<file path="config.mk">
export PLATFORM = sky130hd
export DESIGN_NAME = bus_arbiter2
export DESIGN_NICKNAME = d
export VERILOG_FILES = /design/src/rtl/arb_pkg.sv /design/src/rtl/mux2.sv /design/src/rtl/bus_arbiter2.sv
export SDC_FILE = /design/constraint.sdc
export NUM_CORES = 1
export LEC_CHECK = 0
export CAP_MARGIN = 20
export CORE_MARGIN = 1.5
export CORE_UTILIZATION = 35
export CTS_CLUSTER_SIZE = 30
export DETAILED_ROUTE_END_ITERATION = 8
export HOLD_SLACK_MARGIN = 0.08
export PLACE_DENSITY = 0.84
export SLEW_MARGIN = 20
export SYNTH_ARGS = -nofsm -noshare
export SYNTH_HDL_FRONTEND = slang
export SYNTH_SLANG_ARGS = --single-unit
</file>
<file path="constraint.sdc">
create_clock -name clk -period 1.55 [get_ports clk]
set_input_delay 0.31 -clock clk [delete_from_list [all_inputs] [get_ports clk]]
set_output_delay 0.31 -clock clk [all_outputs]
set_load 0.05 [all_outputs]
</file>
<file path="src/rtl/arb_pkg.sv">
// Shared arbiter types: FSM state encoding and transfer-counter width.
package arb_pkg;

    localparam int CNT_W = 16;

    typedef enum logic {
        IDLE = 1'b0,
        HOLD = 1'b1
    } state_t;

endpackage

</file>
<file path="src/rtl/mux2.sv">
// Two-input payload multiplexer: sel=0 passes x, sel=1 passes y.
module mux2 #(
    parameter int N = 32
) (
    input  logic [N-1:0] x,
    input  logic [N-1:0] y,
    input  logic         sel,
    output logic [N-1:0] z
);

    assign z = sel ? y : x;

endmodule

</file>
<file path="src/rtl/bus_arbiter2.sv">
// Two-requester arbiter with round-robin tie-break feeding one registered
// valid/ready output stage; counts completed output transfers.
module bus_arbiter2
    import arb_pkg::*;
#(
    parameter int N = 32
) (
    input  logic             clk,
    input  logic             rst,
    input  logic             req0,
    input  logic [N-1:0]     data0,
    output logic             gnt0,
    input  logic             req1,
    input  logic [N-1:0]     data1,
    output logic             gnt1,
    output logic             out_valid,
    output logic [N-1:0]     out_data,
    input  logic             out_ready,
    output logic             owner,
    output logic [CNT_W-1:0] xfer_count
);

    state_t         state, state_nxt;
    logic           prio;
    logic           winner;
    logic           accept;
    logic           drain;
    logic [N-1:0]   sel_data;

    // Tie goes to prio; a lone request wins outright.
    assign winner = (req0 && req1) ? prio : req1;
    assign drain  = (state == HOLD) && out_ready;
    // Reset gating keeps grants low while rst is high.
    assign accept = !rst && ((state == IDLE) || out_ready) && (req0 || req1);
    assign gnt0   = accept && !winner;
    assign gnt1   = accept && winner;
    assign out_valid = (state == HOLD);

    mux2 #(.N(N)) u_mux (
        .x   (data0),
        .y   (data1),
        .sel (winner),
        .z   (sel_data)
    );

    always_comb begin
        state_nxt = state;
        if (accept)
            state_nxt = HOLD;
        else if (drain)
            state_nxt = IDLE;
    end

    always_ff @(posedge clk) begin
        if (rst) begin
            state      <= IDLE;
            out_data   <= '0;
            owner      <= 1'b0;
            prio       <= 1'b0;
            xfer_count <= '0;
        end else begin
            state <= state_nxt;
            if (drain)
                xfer_count <= xfer_count + 1'b1;
            if (accept) begin
                out_data <= sel_data;
                owner    <= winner;
                prio     <= !winner;
            end
        end
    end

endmodule

</file>
==> flow_metrics.tcl, run 1 <==
set metrics [dict create \
    outcome "complete, but fails checks" \
    violations "setup timing" \
    path_cells "and2b_2 > nor3_4 > and2_4 > buf_12" \
    start_util_pct 36.1 \
    dpl_cell_area_sq_um 3910 \
    cp_slowest_cell "dfxtp_4" \
    synth_top_family_by_area "simple AND/OR/NAND/NOR gates" \
    grt_pass1_wl_um 10300 \
    yosys_register_bits 51 \
    end_kind "output pin" \
    grt_max_degree 35 \
    hold_class "input port to flop" \
    yosys_warnings 0 \
    synth_compound_area_share_pct 13.8 \
    yosysMostFrequentCell "dfxtp_1" \
    yosys.area_share.simple_pct 17.6 \
    cp.arrival_ps 1370 \
    synth.area.mux_share_pct 14.0 \
    finClkSkew_ps 9.29 \
    finalHoldViolCount 0 \
    numClockSinks 51 \
    peakVddDrop_mv 0.704 \
    cp.buffers_inverters 1 \
    setup_viol 2 \
    gr-usage-all-layers_pct 18.0 \
    yosysSeqAreaShare_pct 44.6 \
    synth-edff-count 0 \
    drc 0 \
    grt_overflow_total 0 \
    grt_setup_unrepaired "true" \
    fin_ws_ps -133 \
    slew_violations 0 \
    async_flop_share_pct 0 \
    nets 447 \
    worst_pin_slew_ps 340 \
    cts_buffer_depth 2 \
    syn_inst 241 \
    ys_top_cells_by_area "dfxtp_1 (45%), mux2i_1 (14%), a211oi_1 (10%), nor2_1 (7.4%), xor2_1 (3.1%)" \
    antenna_found_initial 0 \
    wl_um 6160 \
    maxCapViolations 0 \
    finalCriticalPeriod_ps 1680 \
    pwr_density_cell_nw_per_um2 765 \
    vias 2233 \
    syn_area_per_cell_sq_um 9.51 \
    cts_tree "done" \
    required_ps 1240 \
    path_class "flop to output pin" \
    yosysTopAreaCell "dfxtp_1" \
    via_per_inst 4.91 \
    final_util_pct 64.9 \
    synth.distinct_cells 35 \
    final.fill_count 513 \
    antenna_left 0 \
    detail_route.wl_per_cell_um 13.5 \
    synth_fa_ha_area_share_pct 0.546 \
    synthXorXnorAreaFrac_pct 3.82 \
    core_sq_um 6350 \
    numCtsBuffers 5 \
    io_pins 121 \
    drtIter0Drc 57 \
    synth_commonest_cells "dfxtp_1 (51), nor2_1 (45), a211oi_1 (32), mux2i_1 (32), nand2_1 (9)" \
    placed_cells_incl_taps 441 \
    clk_latency_ps 300 \
    ctsRootBufferMaster "clkbuf_8" \
    final_cell_count_no_fill 455 \
    period_share_pct 109 \
    slew-limit-headroom_pct 77.3 \
    dp_hpwl_um 4650 \
    fp.dieH_um 83.9 \
    fp.dieW_um 83.9 \
    final_area_sq_um 4120 \
    syn_area_sq_um 2290 \
    drt_pass1_iterations 4 \
    max_freq_mhz 594 \
    cts_hold_buf 0 \
    max_stage_delay_ps 340 \
    yosysTopAreaCellShare_pct 44.6 \
    area_growth_syn_to_layout_pct 79.9 \
    rows 29 \
    hold_ws_ps 397 \
    cts_max_level 2 \
    critical_path.top_delay_family "simple AND/OR/NAND/NOR gates" \
    cp_max_fo 3 \
    synth_ff_type "dfxtp_1" \
    diodes 0 \
    gp_congestion 0.753 \
    port_buffers 120 \
    leakagePower_nw 1.75 \
    path_clk_slew_ps 80 \
    drive_above_1_share_pct 30.4 \
    die-area_sq_um 7040 \
    start_kind "flop" \
    first_global_vias 2212 \
    syn_nets 311 \
]
## power breakdown
part	total, W	switching (W)	leakage (nW)	internal [W]
registers	0.00143	0.0000551	0.428	0.00137
logic	0.000993	0.000517	1.28	0.000475
clock network	0.000732	0.000414	0.0422	0.000318
total	0.00315	0.000987	1.75	0.00216
## cell usage in the layout, fill, tap and decap left out, types with 2 or more instances in the layout
cell type | synthesis | final
nor2_1 | 45 | 45
or3_1 | 2 | 2
nand4_1 | 2 | 2
xnor2_1 | 2 | 2
nor3_1 | 3 | 3
or3_4 | 0 | 2
xor2_1 | 8 | 8
clkbuf_1 | 5 | 2
dfxtp_1 | 51 | 38
clkbuf_16 | 0 | 2
nand2_1 | 9 | 8
dlygate4sd2_1 | 0 | 2
mux2i_1 | 32 | 32
dfxtp_4 | 0 | 12
buf_12 | 0 | 25
clkbuf_8 | 2 | 5
a21oi_1 | 6 | 6
nand3_1 | 5 | 5
buf_4 | 3 | 46
clkdlybuf4s50_1 | 0 | 64
and4_1 | 3 | 2
buf_6 | 2 | 6
a211oi_1 | 32 | 31
o21ai_0 | 4 | 4
## state kept, by name, summed over array words and instances (netlist names)
signal and cells:
out_valid 1, prio 1, out_data 32, xfer_count 16, owner 1
## final timing paths
path | start | to | slack, ps | cells past startpoint
setup / recovery | out_valid | gnt0 | -130 | 4
hold / removal | req1 | out_valid | 400 | 4
setup reg to reg | out_valid | out_data[0] | 10 | 6
hold reg to reg | out_data[28] | out_data[28] | 510 | 2
## cell families (layout without fill, tap and decap cells)
kind of cell	after synthesis	in the layout
AOI/OAI and AO/OA	45	45
xor gates and xnor gates	10	10
and+or+nand+nor	82	82
DFF	51	51
muxes	32	32
buffers and inverters	20	157
adders and majority gates	1	1
## cell type report
type | instances | area, sq um | area share (%)
tap | 77 | 96.3 | 2.34
inverter | 1 | 3.75 | 0.0911
multi-input combinational | 170 | 1200 | 29.1
sequential | 51 | 1070 | 25.9
timing repair buffer | 148 | 1670 | 40.6
clock buffer | 7 | 76.3 | 1.85
clock inverter | 1 | 5.00 | 0.121
## worst min-delay path, stage by stage
cell and delay (ps):
dlymetal6s2s_1 120, buf_6 120, nor3_1 40, nor2_1 70
## per-layer routing
layer | wire length [um] | vias to the layer above | share of wire (%) | GRT usage, %
met3 | 378 | 6 | 6.1 | 5.54
met4 | 54 | 0 | 0.88 | 4.02
met2 | 3100 | 82 | 50 | 32.0
li1 | - | 1137 | - | -
met1 | 2620 | 1008 | 43 | 21.2
met5 | 0 | - | 0 | 0
## repair_timing
action | CTS | global route
gates resized for setup | 6 | 7
pin swaps | 5 | 1
gates cloned | 1 | 2
setup endpoints to repair | 41 | 30
setup buffers | 3 | 1
## metrics by stage
stage / setup slack (ps) / power [W] / TNS (ps)
detailed placement: -536 / 0.00240 / -20630
global placement: -523 / 0.00238 / -18910
floorplan: -132 / 0.00198 / -379
finish: -133 / 0.00315 / -185
CTS: -221 / 0.00316 / -395
global route: -196 / 0.00332 / -1070
Note: power is estimated with default switching activity, not from simulation.
==> run 2: changes to the inputs <==
--- a/config.mk
+++ b/config.mk
@@ -5,7 +5,8 @@
 export SDC_FILE = /design/constraint.sdc
 export NUM_CORES = 1
 export LEC_CHECK = 0
-export CAP_MARGIN = 20
+export ABC_AREA = 0
+export CAP_MARGIN = 25
 export CORE_MARGIN = 1.5
 export CORE_UTILIZATION = 35
 export CTS_CLUSTER_SIZE = 30
==> results of run 2 <==
The final DEF is identical to that of run 1; final timing and power are the same.
==> run 3: changes to the inputs <==
--- a/config.mk
+++ b/config.mk
@@ -6,14 +6,16 @@
 export NUM_CORES = 1
 export LEC_CHECK = 0
 export ABC_AREA = 0
-export CAP_MARGIN = 25
+export CAP_MARGIN = 40
 export CORE_MARGIN = 1.5
 export CORE_UTILIZATION = 35
+export CTS_BUF_LIST = sky130_fd_sc_hd__clkbuf_2 sky130_fd_sc_hd__clkbuf_4 sky130_fd_sc_hd__clkbuf_8
 export CTS_CLUSTER_SIZE = 30
 export DETAILED_ROUTE_END_ITERATION = 8
 export HOLD_SLACK_MARGIN = 0.08
-export PLACE_DENSITY = 0.84
+export PLACE_DENSITY = 0.81
 export SLEW_MARGIN = 20
 export SYNTH_ARGS = -nofsm -noshare
 export SYNTH_HDL_FRONTEND = slang
+export SYNTH_HIERARCHICAL = 1
 export SYNTH_SLANG_ARGS = --single-unit
==> run 3 against run 2 <==
Against the previous run: the flow still finishes with violations (setup timing); critical path depth did not move; critical path type is now input port to output pin; global-route usage fell by 1.8 points; via count rose by 4.1%; non-clock buffer count fell by 5; first-iteration DRC count rose by 18%; power rose by 11%; cell area rose by 7.1%.
==> flow_metrics.tcl, run 3 <==
set metrics [dict create \
    outcome "complete, but fails checks" \
    violations "setup timing" \
    nets 474 \
    syn_area_per_cell_sq_um 9.47 \
    rows 31 \
    cp.arrival_ps 1370 \
    regMostFlops "out_data" \
    grt_overflow_total 0 \
    finalCriticalPeriod_ps 1680 \
    crit_start "rst" \
    clk_latency_ps 310 \
    finClkSkew_ps 8.10 \
    maxCapViolations 0 \
    drtIter0Drc 67 \
    mostFrequentLayoutCells "clkdlybuf4s50_1 (65), buf_4 (42), nand2_1 (40)" \
    antenna_found_initial 0 \
    path_clk_slew_ps 100 \
    min_from "req1" \
    diodes 0 \
    area_growth_syn_to_layout_pct 70.8 \
    cts_buffer_depth 2 \
    first_global_vias 2278 \
    yosys_warnings 6 \
    core_sq_um 7210 \
    slew-limit-headroom_pct 70.2 \
    detail_route.wl_per_cell_um 12.9 \
    port_buffers 120 \
    antenna_left 0 \
    start_kind "input port" \
    p_total_w 0.00350 \
    grt_setup_unrepaired "true" \
    worst_pin_slew_ps 448 \
    gr-usage-all-layers_pct 16.2 \
    syn_inst 273 \
    max_stage_delay_ps 470 \
    yosysTopAreaCell "dfxtp_1" \
    yosysSeqAreaShare_pct 39.5 \
    synth.distinct_cells 38 \
    path_class "input port to output pin" \
    drc 0 \
    io_pins 121 \
    dp_hpwl_um 4910 \
    fin_ws_ps -130 \
    path_cells "clkdlybuf4s50_1 > nor3_4 > nor2b_4 > buf_12" \
    syn_nets 343 \
    yosysTopAreaCellShare_pct 39.5 \
    synth-edff-count 0 \
    syn_area_sq_um 2580 \
    numClockSinks 51 \
    yosysMostFrequentCell "dfxtp_1" \
    wl_um 6480 \
    yosys_register_bits 51 \
    start_util_pct 35.8 \
    setup_viol 2 \
    drive_above_1_share_pct 35.3 \
    required_ps 1240 \
    drt_pass1_iterations 4 \
    leakagePower_nw 1.79 \
    die-area_sq_um 7910 \
    max_freq_mhz 595 \
    final_cell_count_no_fill 504 \
    cts_tree "done" \
    slew_violations 0 \
    layout_commonest_cell "clkdlybuf4s50_1" \
    gp_congestion 0.786 \
    finalHoldViolCount 0 \
    grt_pass1_wl_um 10100 \
    period_share_pct 108 \
    synth_commonest_cells "dfxtp_1 (51), nand2_1 (41), o21ai_0 (33), nand2b_1 (32), mux2_4 (30)" \
    vias 2325 \
    grt_max_degree 52 \
    placed_cells_incl_taps 493 \
    numCtsBuffers 5 \
    pwr_density_cell_nw_per_um2 793 \
    peakVddDrop_mv 0.371 \
    cp_slowest_cell "clkdlybuf4s50_1" \
    end_kind "output pin" \
    ctsRootBufferMaster "clkbuf_8" \
    hold_class "input port to flop" \
    cp_max_fo 3 \
    timing.rr.start "out_valid" \
    cts_max_level 2 \
    fp.dieH_um 88.9 \
    via_per_inst 4.61 \
    reg_top3 "out_data x32, xfer_count x16" \
    fp.dieW_um 88.9 \
    async_flop_share_pct 0 \
    synth_ff_type "dfxtp_1" \
    ys_top_cells_by_area "dfxtp_1 (39%), mux2_4 (17%), nand2b_1 (7.7%), o21ai_0 (6.4%), nand2_1 (6.0%)" \
    largest_reg_flops 32 \
]
[run 3: cell types whose count changed after synthesis, moves of 3 or more]
cell / delta
a211oi_1: -32
nand2_1: +32
nand2b_1: +32
mux2i_1: -31
nor2_1: -31
mux2_4: +30
o21ai_0: +29
buf_12: +3
buf_2: -3
buf_4: -3
clkbuf_1: +3
o21ai_1: +3
[run 3: report_power, final]
| part | internal (W) | switching [W] | total [W] |
|---|---|---|---|
| clock | 0.000473 | 0.000443 | 0.000917 |
| sequential | 0.00139 | 0.0000633 | 0.00145 |
| combinational | 0.000562 | 0.000570 | 0.00113 |
[run 3: worst paths after layout]
kind | to | slack [ps] | depth (start not counted)
worst max-delay path | gnt0 | -130 | 4
worst min-delay path | out_valid | 430 | 3
worst max register to register | xfer_count[15] | 0 | 5
worst min register to register | out_data[10] | 470 | 2
[run 3: layer usage]
metal | share of wire (%) | track usage [%]
met5 | 0 | 0
met4 | 0.79 | 4.48
met3 | 5.2 | 3.51
met2 | 53 | 30.1
met1 | 41 | 18.8
[run 3: final cells by class]
type	instances	area, sq um
inverters	1	3.75
repair buffers	143	1640
clock inverters	3	38.8
multi-input cells	202	1470
well taps	99	124
fillers	615	2800
clock buffers	5	68.8
flip-flops and latches	51	1070
[run 3: cells by family (layout without fill, tap and decap cells)]
logic type               after synthesis  after routing  synth area share, %
AO/OA/AOI/OAI                         44             44                 8.71
XOR/XNOR                              10             10                 3.39
adder cells (fa/ha/maj)                1              1                0.484
buffers and inverters                 20            152                 5.86
flip-flops                            51             51                 39.5
multiplexers                          33             33                 18.7
AND/OR/NAND/NOR                      114            114                 23.4
[run 3: worst max-delay path: cells and delay by family]
kind | cells | cell delay (ps)
buffers and inverters | 2 | 610
AND/OR/NAND/NOR | 2 | 450
[run 3: through the flow]
stage / worst slack (ps) / instance area, sq um / TNS [ps] / utilization, % / hold WS, ps
after floorplan: -75.9 / 2660 / -86.1 / - / 433
after global placement: -374 / 4250 / -13960 / 58.9 / 454
after detailed placement: -394 / 4250 / -14890 / 58.9 / 457
after CTS: -198 / 4370 / -378 / 60.6 / 420
after global routing: -218 / 4410 / -469 / 61.2 / 415
final: -130 / 4410 / -244 / 61.2 / 429
[run 3: repair_timing]
action                     4_1_cts  5_1_grt
gates resized for setup          6        6
hold buffers                     0        0
pin swaps                        1        2
setup buffers                    2        0
cloned                           0        1
setup endpoints to repair       31        9
